## config.mk

```make
export PLATFORM = sky130hd
export DESIGN_NAME = sysid_regs_v2
export DESIGN_NICKNAME = d
export VERILOG_FILES = /design/src/rtl/sysid_regs_v2.sv
export SDC_FILE = /design/constraint.sdc
export NUM_CORES = 1
export LEC_CHECK = 0
export CORE_ASPECT_RATIO = 1.4
export CORE_MARGIN = 4
export CORE_UTILIZATION = 60
export DETAILED_ROUTE_END_ITERATION = 8
export PLACE_DENSITY = 0.87
export SLEW_MARGIN = 20
export SYNTH_ARGS = -nofsm -noshare
export SYNTH_HDL_FRONTEND = slang
export SYNTH_SLANG_ARGS = --single-unit
```

## constraint.sdc

```tcl
create_clock -name clock -period 3.16 [get_ports clock]
set_input_delay 0.948 -clock clock [delete_from_list [all_inputs] [get_ports clock]]
set_output_delay 0.948 -clock clock [all_outputs]
set_load 0.03 [all_outputs]
```

## src/rtl/sysid_regs_v2.sv

```systemverilog
// System-ID peripheral: Avalon-MM slave with fixed read latency 1 exposing ID, build
// timestamp, an uptime counter with atomic LO-then-HI read, control/status and scratch words.
module sysid_regs_v2 #(
  parameter logic [31:0] ID_VALUE      = 32'h0000_0000,
  parameter logic [31:0] TIMESTAMP     = 32'h0000_0000,
  parameter int          UPTIME_WIDTH  = 48,
  parameter int          NUM_SCRATCH   = 2,
  parameter int          ADDR_WIDTH    = 3,
  // Counter value loaded by reset; leave at 0 for normal use.
  parameter logic [63:0] UPTIME_PRESET = 64'd0
) (
  input  logic                  clock,
  input  logic                  reset,
  input  logic [ADDR_WIDTH-1:0] address,
  input  logic                  read,
  input  logic                  write,
  input  logic [3:0]            byteenable,
  input  logic [31:0]           writedata,
  output logic [31:0]           readdata,
  output logic                  readdatavalid,
  output logic                  irq
);

  localparam int HW  = UPTIME_WIDTH - 32;
  localparam int SIW = (NUM_SCRATCH > 1) ? $clog2(NUM_SCRATCH) : 1;
  localparam logic [UPTIME_WIDTH-1:0] CNT_INIT = UPTIME_PRESET[UPTIME_WIDTH-1:0];

  logic [UPTIME_WIDTH-1:0] cnt_q, cnt_d;
  logic [HW-1:0]           hi_q, hi_d;
  logic                    freeze_q, freeze_d;
  logic                    ie_q, ie_d;
  logic                    sts_q, sts_d;
  logic [31:0]             scratch_q [NUM_SCRATCH];
  logic [31:0]             scratch_d [NUM_SCRATCH];
  logic [31:0]             rdata_q, rdata_d;
  logic                    rvalid_q, rvalid_d;

  logic [31:0]    addr_w;
  logic           rd_acc;
  logic           wr_ctrl;
  logic           clear;
  logic           wrap;
  logic           scr_hit;
  logic [SIW-1:0] scr_idx;
  logic [31:0]    rd_mux;

  assign addr_w  = 32'(address);
  // A write in the same cycle as a read takes the bus; the read is dropped.
  assign rd_acc  = read & ~write;
  assign wr_ctrl = write & (addr_w == 32'd4);
  assign clear   = wr_ctrl & writedata[1];
  assign wrap    = ~freeze_q & ~clear & (&cnt_q);
  assign scr_hit = (addr_w >= 32'd5) && (addr_w < 32'(5 + NUM_SCRATCH));
  assign scr_idx = SIW'(addr_w - 32'd5);

  always_comb begin
    rd_mux = '0;
    case (addr_w)
      32'd0:   rd_mux = ID_VALUE;
      32'd1:   rd_mux = TIMESTAMP;
      32'd2:   rd_mux = cnt_q[31:0];
      32'd3:   rd_mux = 32'(hi_q);
      32'd4:   rd_mux = {23'd0, sts_q, 5'd0, ie_q, 1'b0, freeze_q};
      default: if (scr_hit) rd_mux = scratch_q[scr_idx];
    endcase
  end

  always_comb begin
    cnt_d     = cnt_q;
    hi_d      = hi_q;
    freeze_d  = freeze_q;
    ie_d      = ie_q;
    sts_d     = sts_q;
    scratch_d = scratch_q;
    rdata_d   = rdata_q;
    rvalid_d  = rd_acc;

    if (clear)
      cnt_d = '0;
    else if (!freeze_q)
      cnt_d = cnt_q + UPTIME_WIDTH'(1);

    if (wr_ctrl) begin
      freeze_d = writedata[0];
      ie_d     = writedata[2];
    end

    // A wrap in the same cycle as a write-1-to-clear keeps the flag set.
    if (wrap)
      sts_d = 1'b1;
    else if (wr_ctrl && writedata[8])
      sts_d = 1'b0;

    if (rd_acc) begin
      rdata_d = rd_mux;
      if (addr_w == 32'd2)
        hi_d = cnt_q[UPTIME_WIDTH-1:32];
    end

    for (int i = 0; i < NUM_SCRATCH; i++) begin
      for (int b = 0; b < 4; b++) begin
        if (write && scr_hit && (scr_idx == SIW'(i)) && byteenable[b])
          scratch_d[i][8*b +: 8] = writedata[8*b +: 8];
      end
    end
  end

  always_ff @(posedge clock) begin
    if (reset) begin
      cnt_q     <= CNT_INIT;
      hi_q      <= '0;
      freeze_q  <= 1'b0;
      ie_q      <= 1'b0;
      sts_q     <= 1'b0;
      scratch_q <= '{default: '0};
      rdata_q   <= '0;
      rvalid_q  <= 1'b0;
    end else begin
      cnt_q     <= cnt_d;
      hi_q      <= hi_d;
      freeze_q  <= freeze_d;
      ie_q      <= ie_d;
      sts_q     <= sts_d;
      scratch_q <= scratch_d;
      rdata_q   <= rdata_d;
      rvalid_q  <= rvalid_d;
    end
  end

  assign readdata      = rdata_q;
  assign readdatavalid = rvalid_q;
  assign irq           = sts_q & ie_q;

endmodule

```

==> results of run 1 <==
## cells in the final DEF (no fill, tap or decap), types with 4 or more instances in the layout
cell / instances
a21oi_1: 97
a221oi_1: 16
a222oi_1: 16
a22o_1: 13
and2_1: 5
and3_1: 4
and4_1: 6
buf_4: 24
clkbuf_16: 17
clkdlybuf4s50_1: 75
dfxtp_1: 164
inv_6: 4
mux2_2: 29
nand2_1: 128
nand3_1: 76
nand4_1: 19
nor2_1: 73
nor2b_1: 5
nor3_1: 20
nor4_1: 8
o21ai_0: 11
or3_1: 10
xnor2_1: 12
xor2_1: 21
## flip-flops by register name, summed over array words and instances, names as in the netlist
name           count
sts_q              1
freeze_q           1
readdatavalid      1
hi_q              16
cnt_q             48
readdata          32
scratch_q         64
ie_q               1
## report_power, final
group | internal, uW | total [uW] | switching (uW)
sequential | 2090 | 2110 | 19.0
clock | 1130 | 2030 | 901
combinational | 131 | 317 | 186
total | 3360 | 4460 | 1110
## metrics by stage
stage	setup slack [ns]	utilization (%)	cell area, sq um	power (uW)
after floorplan	0.688	-	7020	2320
after global placement	0.324	69.7	7950	2460
after detailed placement	0.245	69.7	7950	2470
after CTS	0.516	74.8	8530	4460
after global routing	0.417	74.8	8530	4570
final	0.506	74.8	8530	4460
## path summary, 6_finish.rpt
kind | cells past startpoint | end | startpoint
setup / recovery | 2 | irq | sts_q
hold / removal | 2 | scratch_q[23] | scratch_q[23]
setup reg to reg | 5 | cnt_q[39] | cnt_q[10]
hold reg to reg | 2 | scratch_q[23] | scratch_q[23]
## layer usage
layer / part of all wire [%] / GRT usage, % / up-vias
li1: - / - / 3097
met1: 35 / 32.7 / 3190
met2: 51 / 53.1 / 353
met3: 6.1 / 5.44 / 106
met4: 7.5 / 22.3 / 0
met5: 0 / 0 / -
## worst min-delay path, delay by kind of cell (launching register included)
family | cells | cell delay (ns)
simple gates | 1 | 0.05
flops | 1 | 0.31
compound gates | 1 | 0.05
## area by class of cell
type	instances	area (sq um)
tap	144	180
inverter	2	7.51
fill	780	2870
timing repair buffer	102	991
clock inverter	14	141
multi-input combinational	604	3490
clock buffer	18	439
sequential	164	3280
## cell families (layout without fill, tap and decap cells)
logic type,Yosys count,in the layout
buf+inv,66,136
xor+xnor,33,33
compound gates,165,165
flops,164,164
mux,32,32
fa+ha+maj,1,1
simple gates,373,373
==> metrics.csv, run 1 <==
stage,metric,value,unit
outcome,status,"finished, final reports clean",
final_layout,Layout area overhead,21.4,%
routing,Avg WL per Cell,19.6,microns
placed_design,DP Wirelength,14.2,mm
synth,Post-Synth XOR/XNOR Area,4.12,%
critical_path,crit end category,primary output,
synth,"Net Count, Synth",878,
synth,synth cell count leaders,"164 x dfxtp_1, 128 x nand2_1, 97 x a21oi_1",
routing,ANT nets after route,0,
final_layout,Nets,935,
critical_path,CP max-delay cell,clkdlybuf4s50_1,
die,# rows,46,
die,die width,99.4,microns
critical_path,r2r setup slk,0.61,ns
clock_network,htree depth,4,
routing,initial DRC count,627,
power_and_ir_drop,Leakage,0.00288,uW
critical_path,Critical Setup Path Class,reg -> out,
clock_network,clock-pin slew on the worst setup and hold paths,0.06,ns
sta,RSZ-0062 raised after global routing,no,
sta,Final Hold Violating Endpoints,0,
sta,Fmax,377,MHz
synth,Synth top area share,46.7,%
placed_design,I/O Buffers,76,
routing,number of remaining DRC errors,0,
synth,post-synthesis compound-gate area fraction,14.9,%
die,Die H,136,microns
clock_network,post-cts resize count,0,
routing,DRT Pass-1 Iters,7,
final_layout,layout cells sized above 1,11.1,%
die,die area,0.0135,sq mm
grt,grt total ovfl,0,
synth,post-synthesis mux area share,5.08,%
synth,Post-synth EDFFs,0,
sta,Slew HR,38.1,%
min_path,type of the worst min-delay path,reg -> reg,
final_layout,Antenna diodes,0,
clock_network,Longest Clk Path Bufs,2,
sta,period utilization,84.0,%
critical_path,"slowest stage delay, CP",0.67,ns
clock_network,worst skew pair latency,0.43,ns
clock_network,clk root buf,clkbuf_16,
synth,simple-gate portion of the synthesized area,25.2,%
sta,Layout Skew,0.0111,ns
synth,Synth Area in Adders,0.178,%
sta,minimum clock period,2.65,ns
synth,"Cell Area, Synth",0.00702,sq mm
die,core box area,0.0114,sq mm
routing,DR vias/cell,6.44,
critical_path,CP top delay family,buffers and inverters,
synth,cell taking the most area after synthesis,dfxtp_1,
critical_path,WP data required,2.21,ns
critical_path,worst path cell trace,and2_1 -> clkdlybuf4s50_1,
grt,initial antenna violation count,0,
synth,Cell variety after synth,46,
final_layout,Finished Layout Cells,1048,
clock_network,CTS Buf Count,17,
sta,Setup TNS,0,ns
sta,Max Slew Vio Count,0,
synth,share of synthesized registers carrying an async set or reset,0,%
critical_path,Critical Path Fanout Max,3,
power_and_ir_drop,worst vdd rail ir drop,0.389,mV
sta,Worst Tran Pin Value,0.927,ns
routing,Post-Route WL,20.5,mm
clock_network,# hold bufs at CTS,0,
synth,post-synthesis sequential area ratio,46.7,%
sta,hold slack,0.458,ns
synth,register bit total from synthesis,164,
grt,GR Util All Layers,30.5,%
placed_design,placed insts,1016,
die,# IOs,77,
critical_path,"Buf+Inv Stages, Crit Path",1,
grt,largest net degree at the start of global routing,68,
run,max_cap viols,0,
synth,largest family of logic cells by synthesized area,simple AND/OR/NAND/NOR gates,
routing,via count,6746,
clock_network,clk sinks,164,
power_and_ir_drop,P per Cell Area,523,mW/mm^2
clock_network,CTS tree,done,
synth,synth warn,0,
synth,ys flop type,dfxtp_1,
grt,global-route wire length before repair,32.5,mm
sta,final setup vio count,0,
synth,Syn Area/Cell,8.42,sq um
synth,top post-synthesis cells by area,"dfxtp_1 47%, a21oi_1 6.9%, nand2_1 6.8%, nand3_1 5.4%, mux2_2 4.6%",
grt,vias in the first global route,6592,
synth,top-count cell post-synth,dfxtp_1,
placed_design,routability cong.,0.872,
critical_path,Worst Path Arrival,1.71,ns
critical_path,Startpoint Class,register,
die,initial core utilization,61.6,%
synth,Mapped Cells,834,
clock_network,post-CTS setup buffers,0,
(Power assumes the default switching activity.)
==> run 2: changes to the inputs <==
--- a/config.mk
+++ b/config.mk
@@ -7,9 +7,9 @@
 export LEC_CHECK = 0
 export CORE_ASPECT_RATIO = 1.4
 export CORE_MARGIN = 4
-export CORE_UTILIZATION = 60
+export CORE_UTILIZATION = 56
 export DETAILED_ROUTE_END_ITERATION = 8
-export PLACE_DENSITY = 0.87
+export PLACE_DENSITY = 0.82
 export SLEW_MARGIN = 20
 export SYNTH_ARGS = -nofsm -noshare
 export SYNTH_HDL_FRONTEND = slang
==> constraint.sdc (replaced) <==
create_clock -name clock -period 2.45 [get_ports clock]
set_input_delay 0.735 -clock clock [delete_from_list [all_inputs] [get_ports clock]]
set_output_delay 0.735 -clock clock [all_outputs]
set_load 0.03 [all_outputs]
==> metrics.csv, run 2 (synthesis gave the netlist of run 1 again) <==
stage,metric,value,unit
routing,DRT Pass-1 Iters,5,
final_layout,Finished Layout Cells,1073,
routing,initial DRC count,546,
die,initial core utilization,57.0,%
sta,Max Slew Vio Count,0,
routing,Post-Route WL,20.0,mm
sta,hold slack,0.453,ns
critical_path,Critical Setup Path Class,in -> reg,
final_layout,fill cell count,935,
power_and_ir_drop,P per Cell Area,661,mW/mm^2
routing,DR vias/cell,6.12,
sta,Final Hold Violating Endpoints,0,
run,max_cap viols,0,
sta,RSZ-0062 raised after global routing,no,
min_path,type of the worst min-delay path,reg -> reg,
final_layout,area of the multi-input gates,0.00349,sq mm
routing,Avg WL per Cell,18.6,microns
grt,GR Util All Layers,28.4,%
final_layout,Top reg by flops,scratch_q,
grt,initial antenna violation count,0,
routing,via count,6563,
die,die width,103,microns
die,# IOs,77,
final_layout,layout cells sized above 1,12.9,%
sta,period utilization,92.2,%
placed_design,routability cong.,0.879,
clock_network,CTS Buf Count,17,
clock_network,worst skew pair latency,0.43,ns
sta,minimum clock period,2.26,ns
clock_network,clk sinks,164,
placed_design,placed insts,1041,
sta,Layout Skew,0.00889,ns
power_and_ir_drop,Leakage,0.00299,uW
grt,largest net degree at the start of global routing,75,
grt,vias in the first global route,6453,
die,Die H,141,microns
clock_network,# hold bufs at CTS,0,
critical_path,crit end category,register,
power_and_ir_drop,worst vdd rail ir drop,0.489,mV
sta,Slew HR,49.5,%
die,core box area,0.0123,sq mm
critical_path,Startpoint Class,input port,
final_layout,Layout area overhead,23.7,%
die,die area,0.0144,sq mm
grt,global-route wire length before repair,31.9,mm
final_layout,register area,0.00328,sq mm
routing,ANT nets after route,0,
sta,Setup TNS,0,ns
sta,Fmax,443,MHz
power_and_ir_drop,overall power,5740,uW
clock_network,clk root buf,clkbuf_16,
final_layout,number of flip-flops in the largest register,64,
final_layout,Antenna diodes,0,
final_layout,"most common cell after layout, fill and taps aside",dfxtp_1,
clock_network,clock-pin slew on the worst setup and hold paths,0.07,ns
placed_design,I/O Buffers,76,
placed_design,DP Wirelength,14.2,mm
critical_path,Critical Path Fanout Max,35,
critical_path,Worst Path Arrival,2.57,ns
clock_network,CTS tree,done,
critical_path,WP data required,2.76,ns
clock_network,htree depth,4,
sta,final setup vio count,0,
final_layout,Nets,954,
final_layout,"commonest non-fill, non-tap cells in the layout","164 x dfxtp_1, 128 x nand2_1, 97 x a21oi_1, 76 x nand3_1, 74 x clkdlybuf4s50_1",
outcome,status,"finished, final reports clean",
sta,Final WS setup,0.192,ns
routing,number of remaining DRC errors,0,
sta,Worst Tran Pin Value,0.758,ns
placed_design,dpl ws,-0.259,ns
clock_network,Longest Clk Path Bufs,2,
grt,grt total ovfl,0,
die,# rows,48,
run 2: changes by cell type in the layout (fill, tap and decap cells not counted), sizes merged:
cell,previous run,this run
clkinvlp,2,3
dlymetal6s2s,0,1
inv,9,6
buf,27,46
clkbuf,18,20
clkdlybuf4s50,75,74
run 2: per-layer routing:
layer | global-route usage, % | wire length, microns
met3 | 5.78 | 1230
met1 | 31.6 | 7320
met5 | 0 | 0
met4 | 16.8 | 1180
met2 | 48.9 | 10200
run 2: report_power, final:
group          leakage [uW]  internal (uW)  switching [uW]  total [uW]
logic               0.00140            185             243         428
registers           0.00133           2700            23.6        2730
clock network      0.000274           1470            1120        2590
run 2: critical path, cell delays in order:
cell and delay (ns):
clkdlybuf4s50_1 0.50, buf_4 0.27, nand2_1 0.17, nor3_1 0.27
a21o_1 0.29, buf_12 0.23, nor2_1 0.08
run 2: worst paths after layout:
| kind | from | endpoint | slack, ns | depth (start not counted) |
|---|---|---|---|---|
| hold / removal | scratch_q[25] | scratch_q[25] | 0.45 | 2 |
| hold reg to reg | scratch_q[25] | scratch_q[25] | 0.45 | 2 |
| setup reg to reg | cnt_q[6] | cnt_q[47] | 0.27 | 5 |
| setup / recovery | address[2] | cnt_q[30] | 0.19 | 7 |
run 2: area by class of cell:
cell class                 count  share of cell area [%]
clock inverter                12                    1.37
sequential                   164                    37.8
inverter                       2                  0.0864
multi-input combinational    604                    40.1
tap                          150                    2.16
timing repair buffer         121                    13.2
clock buffer                  20                    5.25
run 2: stage by stage:
| step | utilization [%] | cell area (sq um) |
|---|---|---|
| 3_3_place_gp | 65.9 | 8110 |
| 3_5_place_dp | 65.9 | 8110 |
| 5_1_grt | 70.6 | 8690 |
| 6_report | 70.6 | 8690 |
| 2_1_floorplan | - | 7020 |
| 4_1_cts | 70.5 | 8690 |
run 2: timing repair:
item | CTS | global route
endpoints found under the setup margin | 0 | 3
gates resized for setup | 0 | 2
setup buffers | 0 | 0
==> run 3: changes to the inputs <==
--- a/config.mk
+++ b/config.mk
@@ -5,6 +5,7 @@
 export SDC_FILE = /design/constraint.sdc
 export NUM_CORES = 1
 export LEC_CHECK = 0
+export ABC_CLOCK_PERIOD_IN_PS = 2450
 export CORE_ASPECT_RATIO = 1.4
 export CORE_MARGIN = 4
 export CORE_UTILIZATION = 56
==> results of run 3 <==
Same layout as run 2: the final DEF is identical, and so are final timing and power.
